--- src/rtl/stv_sync_fifo_wm_if.sv ---
// ---------------------------------------------------------------------------
// stv_sync_fifo_wm_if
// Streaming bus for stv_sync_fifo_wm: push side (din_*) and pop side (dout_*).
//
// Handshake: a beat transfers on a rising clock edge when valid and ready are
// both high in that cycle. A source holds valid and data stable until the
// beat transfers. A sink may raise or lower ready at any time.
//
// Signals:
//   din_valid  - producer has a beat on din
//   din_ready  - FIFO accepts the beat on din
//   din        - push data
//   dout_valid - FIFO output register holds a beat
//   dout_ready - consumer accepts the beat on dout
//   dout       - pop data, always taken from the FIFO output register
//
// Modports: master = producer/consumer side (testbench, neighbouring stages),
//           slave  = FIFO side.
// ---------------------------------------------------------------------------
interface stv_sync_fifo_wm_if #(
    parameter type data_t = logic [7:0]
);
    logic  din_valid;
    logic  din_ready;
    data_t din;
    logic  dout_valid;
    logic  dout_ready;
    data_t dout;

    modport master (
        output din_valid, din, dout_ready,
        input  din_ready, dout_valid, dout
    );

    modport slave (
        input  din_valid, din, dout_ready,
        output din_ready, dout_valid, dout
    );
endinterface

--- src/rtl/stv_sync_fifo_wm.sv ---
// ---------------------------------------------------------------------------
// stv_sync_fifo_wm
// Synchronous FIFO with a registered output stage, any DEPTH >= 2, and
// run-time programmable almost-full / almost-empty watermarks.
// Storage is a (DEPTH-1)-entry circular memory plus one output register, so
// dout/dout_valid come straight from flops.
//
// Optional feature: define STV_FIFO_HWM_EN to build the high-water-mark
// register. Without it, hwm is tied to 0 and hwm_clr is ignored.
//
// Ports:
//   clk          - clock, rising edge
//   arst_n       - asynchronous active-low reset
//   clear        - synchronous flush, overrides everything else
//   bus          - push/pop handshake (slave modport of stv_sync_fifo_wm_if)
//   af_level     - almost-full threshold  (almost_full  = count >= af_level)
//   ae_level     - almost-empty threshold (almost_empty = count <= ae_level)
//   empty, full  - count == 0, count == DEPTH
//   almost_full  - registered, aligned with count
//   almost_empty - registered, aligned with count
//   count        - occupancy including the output register, 0..DEPTH
//   hwm          - highest occupancy since last clear / hwm_clr
//   hwm_clr      - load hwm with the occupancy of the next cycle
// Parameters: data_t, DEPTH (>= 2), SKID (1 = din_ready from state only).
// ---------------------------------------------------------------------------
module stv_sync_fifo_wm #(
    parameter type data_t   = logic [7:0],
    parameter int  DEPTH    = 8,
    parameter bit  SKID     = 1'b0,
    localparam int CNTWIDTH = $clog2(DEPTH + 1)
) (
    input  logic                clk,
    input  logic                arst_n,
    input  logic                clear,
    stv_sync_fifo_wm_if.slave   bus,
    input  logic [CNTWIDTH-1:0] af_level,
    input  logic [CNTWIDTH-1:0] ae_level,
    output logic                empty,
    output logic                full,
    output logic                almost_full,
    output logic                almost_empty,
    output logic [CNTWIDTH-1:0] count,
    output logic [CNTWIDTH-1:0] hwm,
    input  logic                hwm_clr
);
    localparam int MEMD = DEPTH - 1;
    localparam int PW   = (MEMD > 1) ? $clog2(MEMD) : 1;

    data_t               mem [MEMD];
    logic [PW-1:0]       wr_ptr;
    logic [PW-1:0]       rd_ptr;
    logic [CNTWIDTH-1:0] mem_cnt;
    logic [CNTWIDTH-1:0] count_q;
    logic [CNTWIDTH-1:0] cnt_nxt;
    data_t               dout_q;
    logic                dout_valid_q;
    logic                af_q;
    logic                ae_q;

    logic push;
    logic pop;
    logic out_load;
    logic mem_has;
    logic mem_rd;
    logic mem_wr;
    logic full_w;

    // Pointers wrap at MEMD-1 so non-power-of-2 memories work.
    function automatic logic [PW-1:0] ptr_inc(input logic [PW-1:0] p);
        return (p == PW'(MEMD - 1)) ? '0 : p + PW'(1);
    endfunction

    assign full_w        = (count_q == CNTWIDTH'(DEPTH));
    // SKID=0 lets a push in while full when the head is being popped.
    assign bus.din_ready = !clear && (!full_w || (!SKID && bus.dout_ready));

    assign push     = bus.din_valid && bus.din_ready;
    assign pop      = dout_valid_q && bus.dout_ready;
    assign mem_has  = (mem_cnt != '0);
    assign out_load = !dout_valid_q || pop;
    // The output register always refills from the memory head first; a push
    // bypasses the memory only when the memory is empty and the register
    // is free this cycle.
    assign mem_rd   = out_load && mem_has;
    assign mem_wr   = push && !(out_load && !mem_has);
    assign cnt_nxt  = clear ? '0 : (count_q + CNTWIDTH'(push) - CNTWIDTH'(pop));

    // Memory contents are don't-care after reset, so no reset here.
    always_ff @(posedge clk) begin
        if (mem_wr) begin
            mem[wr_ptr] <= bus.din;
        end
    end

    always_ff @(posedge clk or negedge arst_n) begin
        if (!arst_n) begin
            wr_ptr       <= '0;
            rd_ptr       <= '0;
            mem_cnt      <= '0;
            count_q      <= '0;
            dout_q       <= '0;
            dout_valid_q <= 1'b0;
            af_q         <= 1'b0;
            ae_q         <= 1'b1;
        end else begin
            // Flags track the next count, so they line up with count_q.
            af_q <= (cnt_nxt >= af_level);
            ae_q <= (cnt_nxt <= ae_level);
            if (clear) begin
                wr_ptr       <= '0;
                rd_ptr       <= '0;
                mem_cnt      <= '0;
                count_q      <= '0;
                dout_valid_q <= 1'b0;
            end else begin
                count_q <= cnt_nxt;
                mem_cnt <= mem_cnt + CNTWIDTH'(mem_wr) - CNTWIDTH'(mem_rd);
                if (mem_wr) begin
                    wr_ptr <= ptr_inc(wr_ptr);
                end
                if (mem_rd) begin
                    rd_ptr <= ptr_inc(rd_ptr);
                end
                if (out_load) begin
                    if (mem_has) begin
                        dout_q       <= mem[rd_ptr];
                        dout_valid_q <= 1'b1;
                    end else if (push) begin
                        dout_q       <= bus.din;
                        dout_valid_q <= 1'b1;
                    end else begin
                        dout_valid_q <= 1'b0;
                    end
                end
            end
        end
    end

`ifdef STV_FIFO_HWM_EN
    logic [CNTWIDTH-1:0] hwm_q;

    always_ff @(posedge clk or negedge arst_n) begin
        if (!arst_n) begin
            hwm_q <= '0;
        end else if (clear) begin
            hwm_q <= '0;
        end else if (hwm_clr) begin
            hwm_q <= cnt_nxt;
        end else if (cnt_nxt > hwm_q) begin
            hwm_q <= cnt_nxt;
        end
    end

    assign hwm = hwm_q;
`else
    logic unused_hwm_clr;
    assign unused_hwm_clr = hwm_clr;
    assign hwm            = '0;
`endif

    assign bus.dout       = dout_q;
    assign bus.dout_valid = dout_valid_q;
    assign count          = count_q;
    assign empty          = (count_q == '0);
    assign full           = full_w;
    assign almost_full    = af_q;
    assign almost_empty   = ae_q;
endmodule

--- src/flat_wrapper.sv ---
// flat-port wrapper written by rule: the top's interface ports become plain ports
module stv_sync_fifo_wm_flat 
#(
    parameter type data_t   = logic [7:0],
    parameter int  DEPTH    = 8,
    parameter bit  SKID     = 1'b0,
    localparam int CNTWIDTH = $clog2(DEPTH + 1)
)
  (clk, arst_n, clear, af_level, ae_level, empty, full, almost_full, almost_empty, count, hwm, hwm_clr, bus_din_valid, bus_din, bus_dout_ready, bus_din_ready, bus_dout_valid, bus_dout);
  stv_sync_fifo_wm_if #(.data_t(data_t)) bus_i ();
  input  logic clk;
  input  logic arst_n;
  input  logic clear;
  input  logic [CNTWIDTH-1:0] af_level;
  input  logic [CNTWIDTH-1:0] ae_level;
  output logic empty;
  output logic full;
  output logic almost_full;
  output logic almost_empty;
  output logic [CNTWIDTH-1:0] count;
  output logic [CNTWIDTH-1:0] hwm;
  input  logic hwm_clr;
  input wire logic [$bits(bus_i.din_valid)-1:0] bus_din_valid;
  input wire logic [$bits(bus_i.din)-1:0] bus_din;
  input wire logic [$bits(bus_i.dout_ready)-1:0] bus_dout_ready;
  output wire logic [$bits(bus_i.din_ready)-1:0] bus_din_ready;
  output wire logic [$bits(bus_i.dout_valid)-1:0] bus_dout_valid;
  output wire logic [$bits(bus_i.dout)-1:0] bus_dout;
  assign bus_i.din_valid = bus_din_valid;
  assign bus_i.din = bus_din;
  assign bus_i.dout_ready = bus_dout_ready;
  assign bus_din_ready = bus_i.din_ready;
  assign bus_dout_valid = bus_i.dout_valid;
  assign bus_dout = bus_i.dout;
  stv_sync_fifo_wm #(.data_t(data_t), .DEPTH(DEPTH), .SKID(SKID)) u_core (.clk(clk), .arst_n(arst_n), .clear(clear), .bus(bus_i), .af_level(af_level), .ae_level(ae_level), .empty(empty), .full(full), .almost_full(almost_full), .almost_empty(almost_empty), .count(count), .hwm(hwm), .hwm_clr(hwm_clr));
endmodule
--- config.mk ---
export PLATFORM = sky130hd
export DESIGN_NAME = stv_sync_fifo_wm_flat
export DESIGN_NICKNAME = d
export VERILOG_FILES = /design/src/rtl/stv_sync_fifo_wm_if.sv /design/src/rtl/stv_sync_fifo_wm.sv /design/src/flat_wrapper.sv
export SDC_FILE = /design/constraint.sdc
export NUM_CORES = 1
export LEC_CHECK = 0
export CAP_MARGIN = 20
export CORE_MARGIN = 1
export CORE_UTILIZATION = 40
export CTS_BUF_LIST = sky130_fd_sc_hd__clkbuf_16
export DETAILED_ROUTE_END_ITERATION = 6
export GPL_TIMING_DRIVEN = 0
export PLACE_DENSITY = 0.65
export SLEW_MARGIN = 20
export SYNTH_ARGS = -nofsm -noshare
export SYNTH_HDL_FRONTEND = slang
export SYNTH_SLANG_ARGS = --single-unit
--- constraint.sdc ---
create_clock -name clk -period 3.9 [get_ports clk]
set_clock_uncertainty 0.2 [all_clocks]
set_input_delay 0.78 -clock clk [delete_from_list [all_inputs] [get_ports clk]]
set_output_delay 0.78 -clock clk [all_outputs]
set_load 0.01 [all_outputs]
# Word level (Yosys, flattened, before mapping)
# Memory sizes are Yosys's and may differ from the RTL's.
# Cells that the tools add are included.
[totals] in_bits=22 mem_bits_rw=56 wordCells=58 n_memories=1 latchBits=0 romBits=0 out_inout_bits=22 regBits=25
[op_classes] n_reduce_logical=20 mul=0 eq_ne=3 magnitude_cmp=2 shift=0 mux=17 div_mod_pow=0 bitwise=1 add_sub_neg=6
[memory_table] name="u_core.mem" depth=7 word_bits=8 rd=1 rd_clocked_by_memory_dff=0 write_ports=1 line="stv_sync_fifo_wm.sv:49" rtl="data_t mem [MEMD];"
[op_table] op="3-bit 2-to-1 mux" count=6
[op_table] op="8-bit 2-to-1 mux" count=2
[op_table] op="4-bit 2-to-1 mux" count=3
[op_table] op="4-bit by 1-bit adder with 4-bit output" count=2
[op_table] op="2-bit nonzero test" count=4
[op_table] op="4-bit by 1-bit subtractor with 4-bit output" count=2
[op_table] op="3-bit by 1-bit adder with 3-bit output (second input constant)" count=2
[op_table] op="3-bit equality test (second input constant)" count=2
[op_table] op="1-bit logical AND" count=6
[op_table] op="1-bit 2-to-1 mux" count=6
[op_table] op="1-bit logical NOT" count=5
[op_table] op="4-bit equality test (second input constant)" count=1
[op_table] op="4-bit >= comparator" count=1
[op_table] op="4-bit <= comparator" count=1
[op_table] op="4-bit logical NOT" count=1
[op_table] op="4-bit nonzero test" count=1
[op_table] op="3-bit AND reduction" count=1
[op_table] op="1-bit logical OR" count=2
[op_table] op="1-bit inverter" count=1

# Logic depth before layout (Yosys ltp)
# Gate-level depths: netlist of run 1.
[logic_depth] ltp_word=9 ltp_mapped=13 depth_no_buf=13

# Worst setup path before layout of run 1
# Ideal clock, no wire load.
[synth_path] kind="input -> register" startpoint="input bus_dout_ready" endpoint="register u_core.ae_q, in the netlist u_core.almost_empty" cell_stages=9 setup_slack_ns=0.596 setup_ns=0.091 n_path_buf=0 t_arrival_ns=3.014 cell_sequence="or4b_4 -> and2_1 -> ha_1 -> fa_1 -> nor2b_1 -> ha_1 -> a21oi_1 -> a211oi_1 -> o31ai_1"
[synth_between] elab_chain_len=7 word_cells_on_any_way=8
[synth_rtl] item="from (decl)" line="flat_wrapper.sv:25" rtl="input wire logic [$bits(bus_i.dout_ready)-1:0] bus_dout_ready;"
[synth_rtl] item="1-bit logical OR" line="stv_sync_fifo_wm.sv:75" rtl="assign bus.din_ready = !clear && (!full_w || (!SKID && bus.dout_ready));"
[synth_rtl] item="1-bit logical AND" line="stv_sync_fifo_wm.sv:75"
[synth_rtl] item="1-bit logical AND" line="stv_sync_fifo_wm.sv:77" rtl="assign push = bus.din_valid && bus.din_ready;"
[synth_rtl] item="4-bit by 1-bit adder with 4-bit output" line="stv_sync_fifo_wm.sv:86" rtl="assign cnt_nxt = clear ? '0 : (count_q + CNTWIDTH'(push) - CNTWIDTH'(pop));"
[synth_rtl] item="4-bit by 1-bit subtractor with 4-bit output *" line="stv_sync_fifo_wm.sv:86"
[synth_rtl] item="4-bit 2-to-1 mux *" line="stv_sync_fifo_wm.sv:86"
[synth_rtl] item="4-bit <= comparator *" line="stv_sync_fifo_wm.sv:108" rtl="ae_q <= (cnt_nxt <= ae_level);"
[synth_rtl] item="to (signal assigned)" line="stv_sync_fifo_wm.sv:108"
[synth_rtl] item="to (decl)" line="stv_sync_fifo_wm.sv:58" rtl="logic ae_q;"
# Mark *: on every way between the ends. The rest lies on a longest branch, timed or not.
# A chain may end at the register's enable or synchronous reset.

# Final worst setup path of run 1
# Ends and elaborated chain as after synthesis.

==> results.json, run 1 <==
{
  "first_iter_violations": 202,
  "synth.avg_cell_area_um2": 12.8,
  "design_area_mm2": 0.00463,
  "grtUsageMet3_pct": 4.22,
  "fin_ws_ns": 0.287,
  "wl_per_cell_um": 17.2,
  "maxSlewViolCount": 0,
  "layout-drive-gt1-share_pct": 10.5,
  "clk-insertion-delay-late_ns": 0.33,
  "tns_ns": 0,
  "power_switching_share_pct": 33.5,
  "cp.buffers_inverters": 1,
  "dr.pass1.iters": 5,
  "synth_enable_flop_cells": 56,
  "cts_tree": "done",
  "htreeDepth": 3,
  "grt_util_met2_pct": 29.5,
  "clock.fmax_ghz": 0.277,
  "postRouteAntennaNets": 0,
  "arrival_ns": 3.66,
  "clkPwrFrac_pct": 26.6,
  "diodes": 0,
  "num-fill-cells": 791,
  "p_switching_uw": 1070,
  "grt_antenna_before_repair": 0,
  "outcome": "completed",
  "cp.required_ns": 3.94,
  "grt_use_total_pct": 17.7,
  "grt_pass1_vias": 2418,
  "root_buffer": "clkbuf_16",
  "grt_use_met1_pct": 22.5,
  "report.final.hold_viol_count": 0,
  "via_count": 2457,
  "die-area_mm2": 0.00984,
  "worstHoldPathType": "input port to async pin",
  "setup_viol": 0,
  "initial_utilization_pct": 41.1,
  "worst_pin_slew_ns": 0.991,
  "maxCapViolCount": 0,
  "drc_errors": 0,
  "rsz0062_at_grt": "false",
  "ys_warn_count": 0,
  "top_usage_layer": "met2",
  "post-route-period-util_pct": 92.7,
  "synth.top_cell.area_share_pct": 44.5,
  "layout_common_cells": "edfxtp_1 (56), clkdlybuf4s50_1 (37), mux2i_1 (26), dfrtp_1 (24), inv_1 (22)",
  "dp_hpwl_mm": 5.30,
  "slowest_stage": "or4b_4",
  "dp.cells": 449,
  "worstPathMaxFanout": 4,
  "synth-async-reset-ratio_pct": 30.9,
  "synth_area_leaders": "edfxtp_1 (45%), dfrtp_1 (16%), mux2i_1 (6.9%), ha_1 (5.6%), o21ai_0 (2.5%)",
  "power.leakage_uw": 0.00179,
  "grt_max_degree": 26,
  "area_delta_synth_final_pct": 22.5,
  "synth-seq-area-share_pct": 61.1,
  "fin_nets": 390,
  "num_rows": 35,
  "port_buffers": 38,
  "multi_input_area_mm2": 0.00131,
  "cp-end-kind": "flip-flop",
  "gp_congestion": 0.731,
  "synth_cell_types": 39,
  "cts_sinks": 81,
  "core_area_mm2": 0.00920,
  "viasPerCell": 5.28,
  "grt_overflow": 0,
  "ff_latch_area_mm2": 0.00231,
  "power_frac_seq_pct": 34.9,
  "combPwrFrac_pct": 38.4,
  "synth_flop_cell": "edfxtp_1",
  "relSlewSlack_pct": 33.7,
  "synth_cells": 296,
  "internal_power_uw": 2110,
  "place_area_mm2": 0.00433,
  "start_kind": "input port",
  "vdd_drop_max_v": 0.000226,
  "final_common_cell": "edfxtp_1",
  "critPathTopFamily": "simple AND/OR/NAND/NOR gates",
  "power_density_mw_per_mm2": 686,
  "ios": 44,
  "yosysTopAreaCell": "edfxtp_1",
  "die_h_um": 99.2,
  "routed_wl_mm": 8.02,
  "place_ws_ns": -0.182,
  "numCtsBuffers": 9,
  "die_w_um": 99.2,
  "clock_path_buffers": 2,
  "utilization_pct": 50.4,
  "critPathKind": "input port to flip-flop",
  "cts_hold_buf": 0,
  "crit_chain": "clkdlybuf4s50_1 -> or4b_4 -> and2_1 -> ha_1 -> fa_1 -> nor2b_2 -> ha_1 -> a21oi_1 -> a211oi_1 -> o31ai_1",
  "ff2ff_setup_slack_ns": 0.59,
  "synth-seq-cells": 81,
  "min_period_ns": 3.61,
  "cp_slowest_stage_delay_ns": 0.57,
  "fin_cells": 465,
  "cpMostUsedCell": "ha_1",
  "clkSlewWorstSetupHoldPaths_ns": 0.06,
  "syn_area_mm2": 0.00378,
  "grt_pass1_wl_mm": 12.7
}
[through the flow]
stage | hold WS (ns) | total power (µW)
after floorplan | 0.284 | 1920
after global placement | 0.295 | 2310
after detailed placement | 0.310 | 2340
after CTS | 0.286 | 3200
after global routing | 0.307 | 3380
final | 0.265 | 3180
[logic make-up after synthesis]
logic type | share of synthesized area [%]
DFF | 61.1
AOI/OAI and AO/OA | 10.4
and+or+nand+nor | 8.58
buffers and inverters | 5.07
muxes | 6.89
adders and majority gates | 6.95
xor gates and xnor gates | 0.927
other | 0.0992
[metal layers]
metal	up-vias	wire length, µm
met4	0	117
met2	78	3990
li1	1174	-
met5	-	0
met1	1196	3380
met3	9	524
[what timing repair did]
action | in CTS | in global routing
endpoints found under the setup margin | 0 | 1
buffers inserted | 0 | 0
gates resized for setup | 0 | 1
[worst paths after layout]
path	from	cells past startpoint	endpoint
setup reg to reg	u_core.count[2]	11	u_core.almost_empty
max in group asynchronous	arst_n	1	u_core.bus.dout[7]
setup / recovery	bus_dout_ready	10	u_core.almost_empty
hold reg to reg	u_core.bus.dout[6]	2	u_core.bus.dout[6]
hold / removal	arst_n	1	u_core.almost_full
min in group clk	u_core.bus.dout[6]	2	u_core.bus.dout[6]
[worst reg2reg max path, delay by kind of cell, from the launching register on]
kind	cells	cell delay [ns]
simple gates	3	0.87
fa+ha+maj	4	1.11
flops	1	0.38
compound gates	3	0.53
buf+inv	1	0.12
[registers in the layout, summed over array words and instances, names as in the netlist]
register               cells
u_core.mem                56
u_core.count               4
u_core.mem_cnt             4
u_core.bus.dout            8
u_core.almost_full         1
u_core.wr_ptr              3
u_core.rd_ptr              3
u_core.bus.dout_valid      1
u_core.almost_empty        1
[area by class of cell]
class / instances / area share [%]
plain buffers: 19 / 2.35
clock buffers: 9 / 4.86
clock inverters: 7 / 1.65
inverters: 22 / 1.78
multi-input cells: 177 / 28.2
flip-flops and latches: 81 / 49.9
well taps: 111 / 3.00
repair buffers: 39 / 8.27
[power by group through the flow]
stage / Combinational, µW / Clock, µW / Sequential [µW]
4_1_cts: 1230 / 860 / 1110
2_1_floorplan: 775 / 0 / 1150
5_1_grt: 1360 / 892 / 1120
6_report: 1220 / 847 / 1110
3_3_place_gp: 1180 / 0 / 1130
3_5_place_dp: 1210 / 0 / 1130
[synth_stat cells, drive strengths merged, types with 2 or more instances]
library cell  count
a21o              3
a21oi            16
and2              2
and3              3
buf              10
clkbuf            9
dfrtp            24
edfxtp           56
fa                2
ha               17
inv              22
mux2i            26
nand2            11
nand2b            4
nor2             17
nor2b             6
nor3              5
nor3b             3
o21ai            19
o221ai            9
o31ai             9
or2               4
or3b              2
xnor2             4
(Power assumes the default switching activity.)
==> inputs of run 2 (changes only) <==
- CAP_MARGIN: 20 -> 10
- CTS_BUF_LIST: sky130_fd_sc_hd__clkbuf_16 -> sky130_fd_sc_hd__clkbuf_4
==> run 2 against run 1 <==
Maximum frequency fell by 0.20%. Cell count is the same. Sequential share of layout area up 1.8 points. Register-to-register slack worse by 0.13 ns. Count of clock-buffer cells in the layout stayed put. Critical endpoint unchanged.
==> results.json, run 2 (synthesis results as in run 1) <==
{
  "outcome": "completed",
  "rsz0062_at_grt": "false",
  "numCtsBuffers": 9,
  "dp_hpwl_mm": 5.30,
  "postCtsSetupBuffers": 0,
  "htreeDepth": 3,
  "post-route-period-util_pct": 92.8,
  "power_density_mw_per_mm2": 633,
  "clkSlewWorstSetupHoldPaths_ns": 0.14,
  "clk-insertion-delay-late_ns": 0.42,
  "root_buffer": "clkbuf_4",
  "topRoutingLayerUsed": "met4",
  "fin_ws_ns": 0.279,
  "initial_utilization_pct": 41.1,
  "fin_nets": 390,
  "report.final.hold_viol_count": 0,
  "crit_chain": "clkdlybuf4s50_1 -> or4b_4 -> and2_1 -> ha_1 -> fa_1 -> nor2b_1 -> ha_1 -> a21oi_1 -> a211oi_1 -> o31ai_1",
  "grt_use_total_pct": 17.5,
  "fin_cells": 465,
  "layout-drive-gt1-share_pct": 10.2,
  "maxSlewViolCount": 0,
  "worstHoldPathType": "input port to async pin",
  "port_buffers": 38,
  "grt_pass1_vias": 2389,
  "critPathKind": "input port to flip-flop",
  "power.leakage_uw": 0.00172,
  "die_w_um": 99.2,
  "regMostFlops": "u_core.mem",
  "tns_ns": 0,
  "reg2reg_from": "u_core.count[2]",
  "min_period_ns": 3.62,
  "wl_met1_mm": 3.31,
  "first_iter_violations": 197,
  "cts_tree": "done",
  "gp_congestion": 0.731,
  "drc_errors": 0,
  "via_count": 2427,
  "route.met2.wl_mm": 3.94,
  "cts_sinks": 81,
  "cp.required_ns": 4.05,
  "worstPathMaxFanout": 4,
  "cp-startpoint": "bus_dout_ready",
  "start_kind": "input port",
  "worst_pin_slew_ns": 1.03,
  "arrival_ns": 3.77,
  "routed_wl_mm": 7.93,
  "grt_max_degree": 26,
  "wl_per_cell_um": 17.1,
  "die-area_mm2": 0.00984,
  "maxCapViolCount": 0,
  "dp.cells": 449,
  "clock.fmax_ghz": 0.276,
  "die_h_um": 99.2,
  "setup_viol": 0,
  "grt_antenna_before_repair": 0,
  "final_common_cell": "edfxtp_1",
  "layout_common_cells": "edfxtp_1 (56), clkdlybuf4s50_1 (37), mux2i_1 (26), dfrtp_1 (24), inv_1 (22)",
  "dr_wl_met3_um": 603,
  "cp-end-kind": "flip-flop",
  "grt_pass1_wl_mm": 12.6,
  "relSlewSlack_pct": 30.9,
  "grt_overflow": 0,
  "cpMostUsedCell": "ha_1",
  "cts_hold_buf": 0,
  "largest_reg_flops": 56,
  "diodes": 0,
  "postRouteAntennaNets": 0,
  "num_rows": 35,
  "holdWs_ns": 0.151,
  "core_area_mm2": 0.00920,
  "place_ws_ns": -0.182,
  "cts-resized-gates": 0,
  "viasPerCell": 5.22,
  "dr.pass1.iters": 4,
  "vdd_drop_max_v": 0.000225,
  "area_delta_synth_final_pct": 18.3,
  "clock_path_buffers": 2,
  "ios": 44,
  "slowest_stage": "or4b_4",
  "cp_slowest_stage_delay_ns": 0.57
}
-- run 2: final timing paths --
path                            slack (ns)                   to  cells after the start
worst min-delay path                  0.15   u_core.almost_full                      1
min in group clk                      0.33   u_core.bus.dout[6]                      2
max in group asynchronous             2.92   u_core.bus.dout[5]                      1
worst max register to register        0.46  u_core.almost_empty                     11
worst max-delay path                  0.28  u_core.almost_empty                     10
worst min register to register        0.33   u_core.bus.dout[6]                      2
-- run 2: layout make-up --
cell class,count,area [µm²]
Tap cell,111,139
Inverter,22,82.6
Timing Repair Buffer,39,383
Sequential cell,81,2310
Fill cell,808,4730
Clock buffer,9,67.6
Clock inverter,7,76.3
Buffer,19,109
Multi-Input combinational cell,177,1310
-- run 2: metal layers --
layer	track usage (%)	vias up
met5	0	-
li1	-	1178
met1	22.4	1171
met2	29.0	72
met3	4.85	6
met4	5.43	0
-- run 2: through the flow --
stage	utilization, %	power [µW]	instance area (µm²)
final	48.6	2830	4470
after global routing	48.6	3030	4470
after CTS	48.6	2850	4470
after detailed placement	47.0	2340	4330
after global placement	46.9	2310	4310
after floorplan	-	1920	3790
-- run 2: critical path: cells and delay by family --
family          cells  cell delay (ns)
buf+inv             1             0.45
simple gates        3             1.02
compound gates      3             0.53
fa+ha+maj           3             0.98
-- run 2: where the power goes --
group | switching, µW | leakage (µW) | internal, µW | total (µW)
logic | 652 | 0.000818 | 566 | 1220
clock network | 305 | 0.0000750 | 201 | 506
registers | 64.9 | 0.000824 | 1040 | 1110
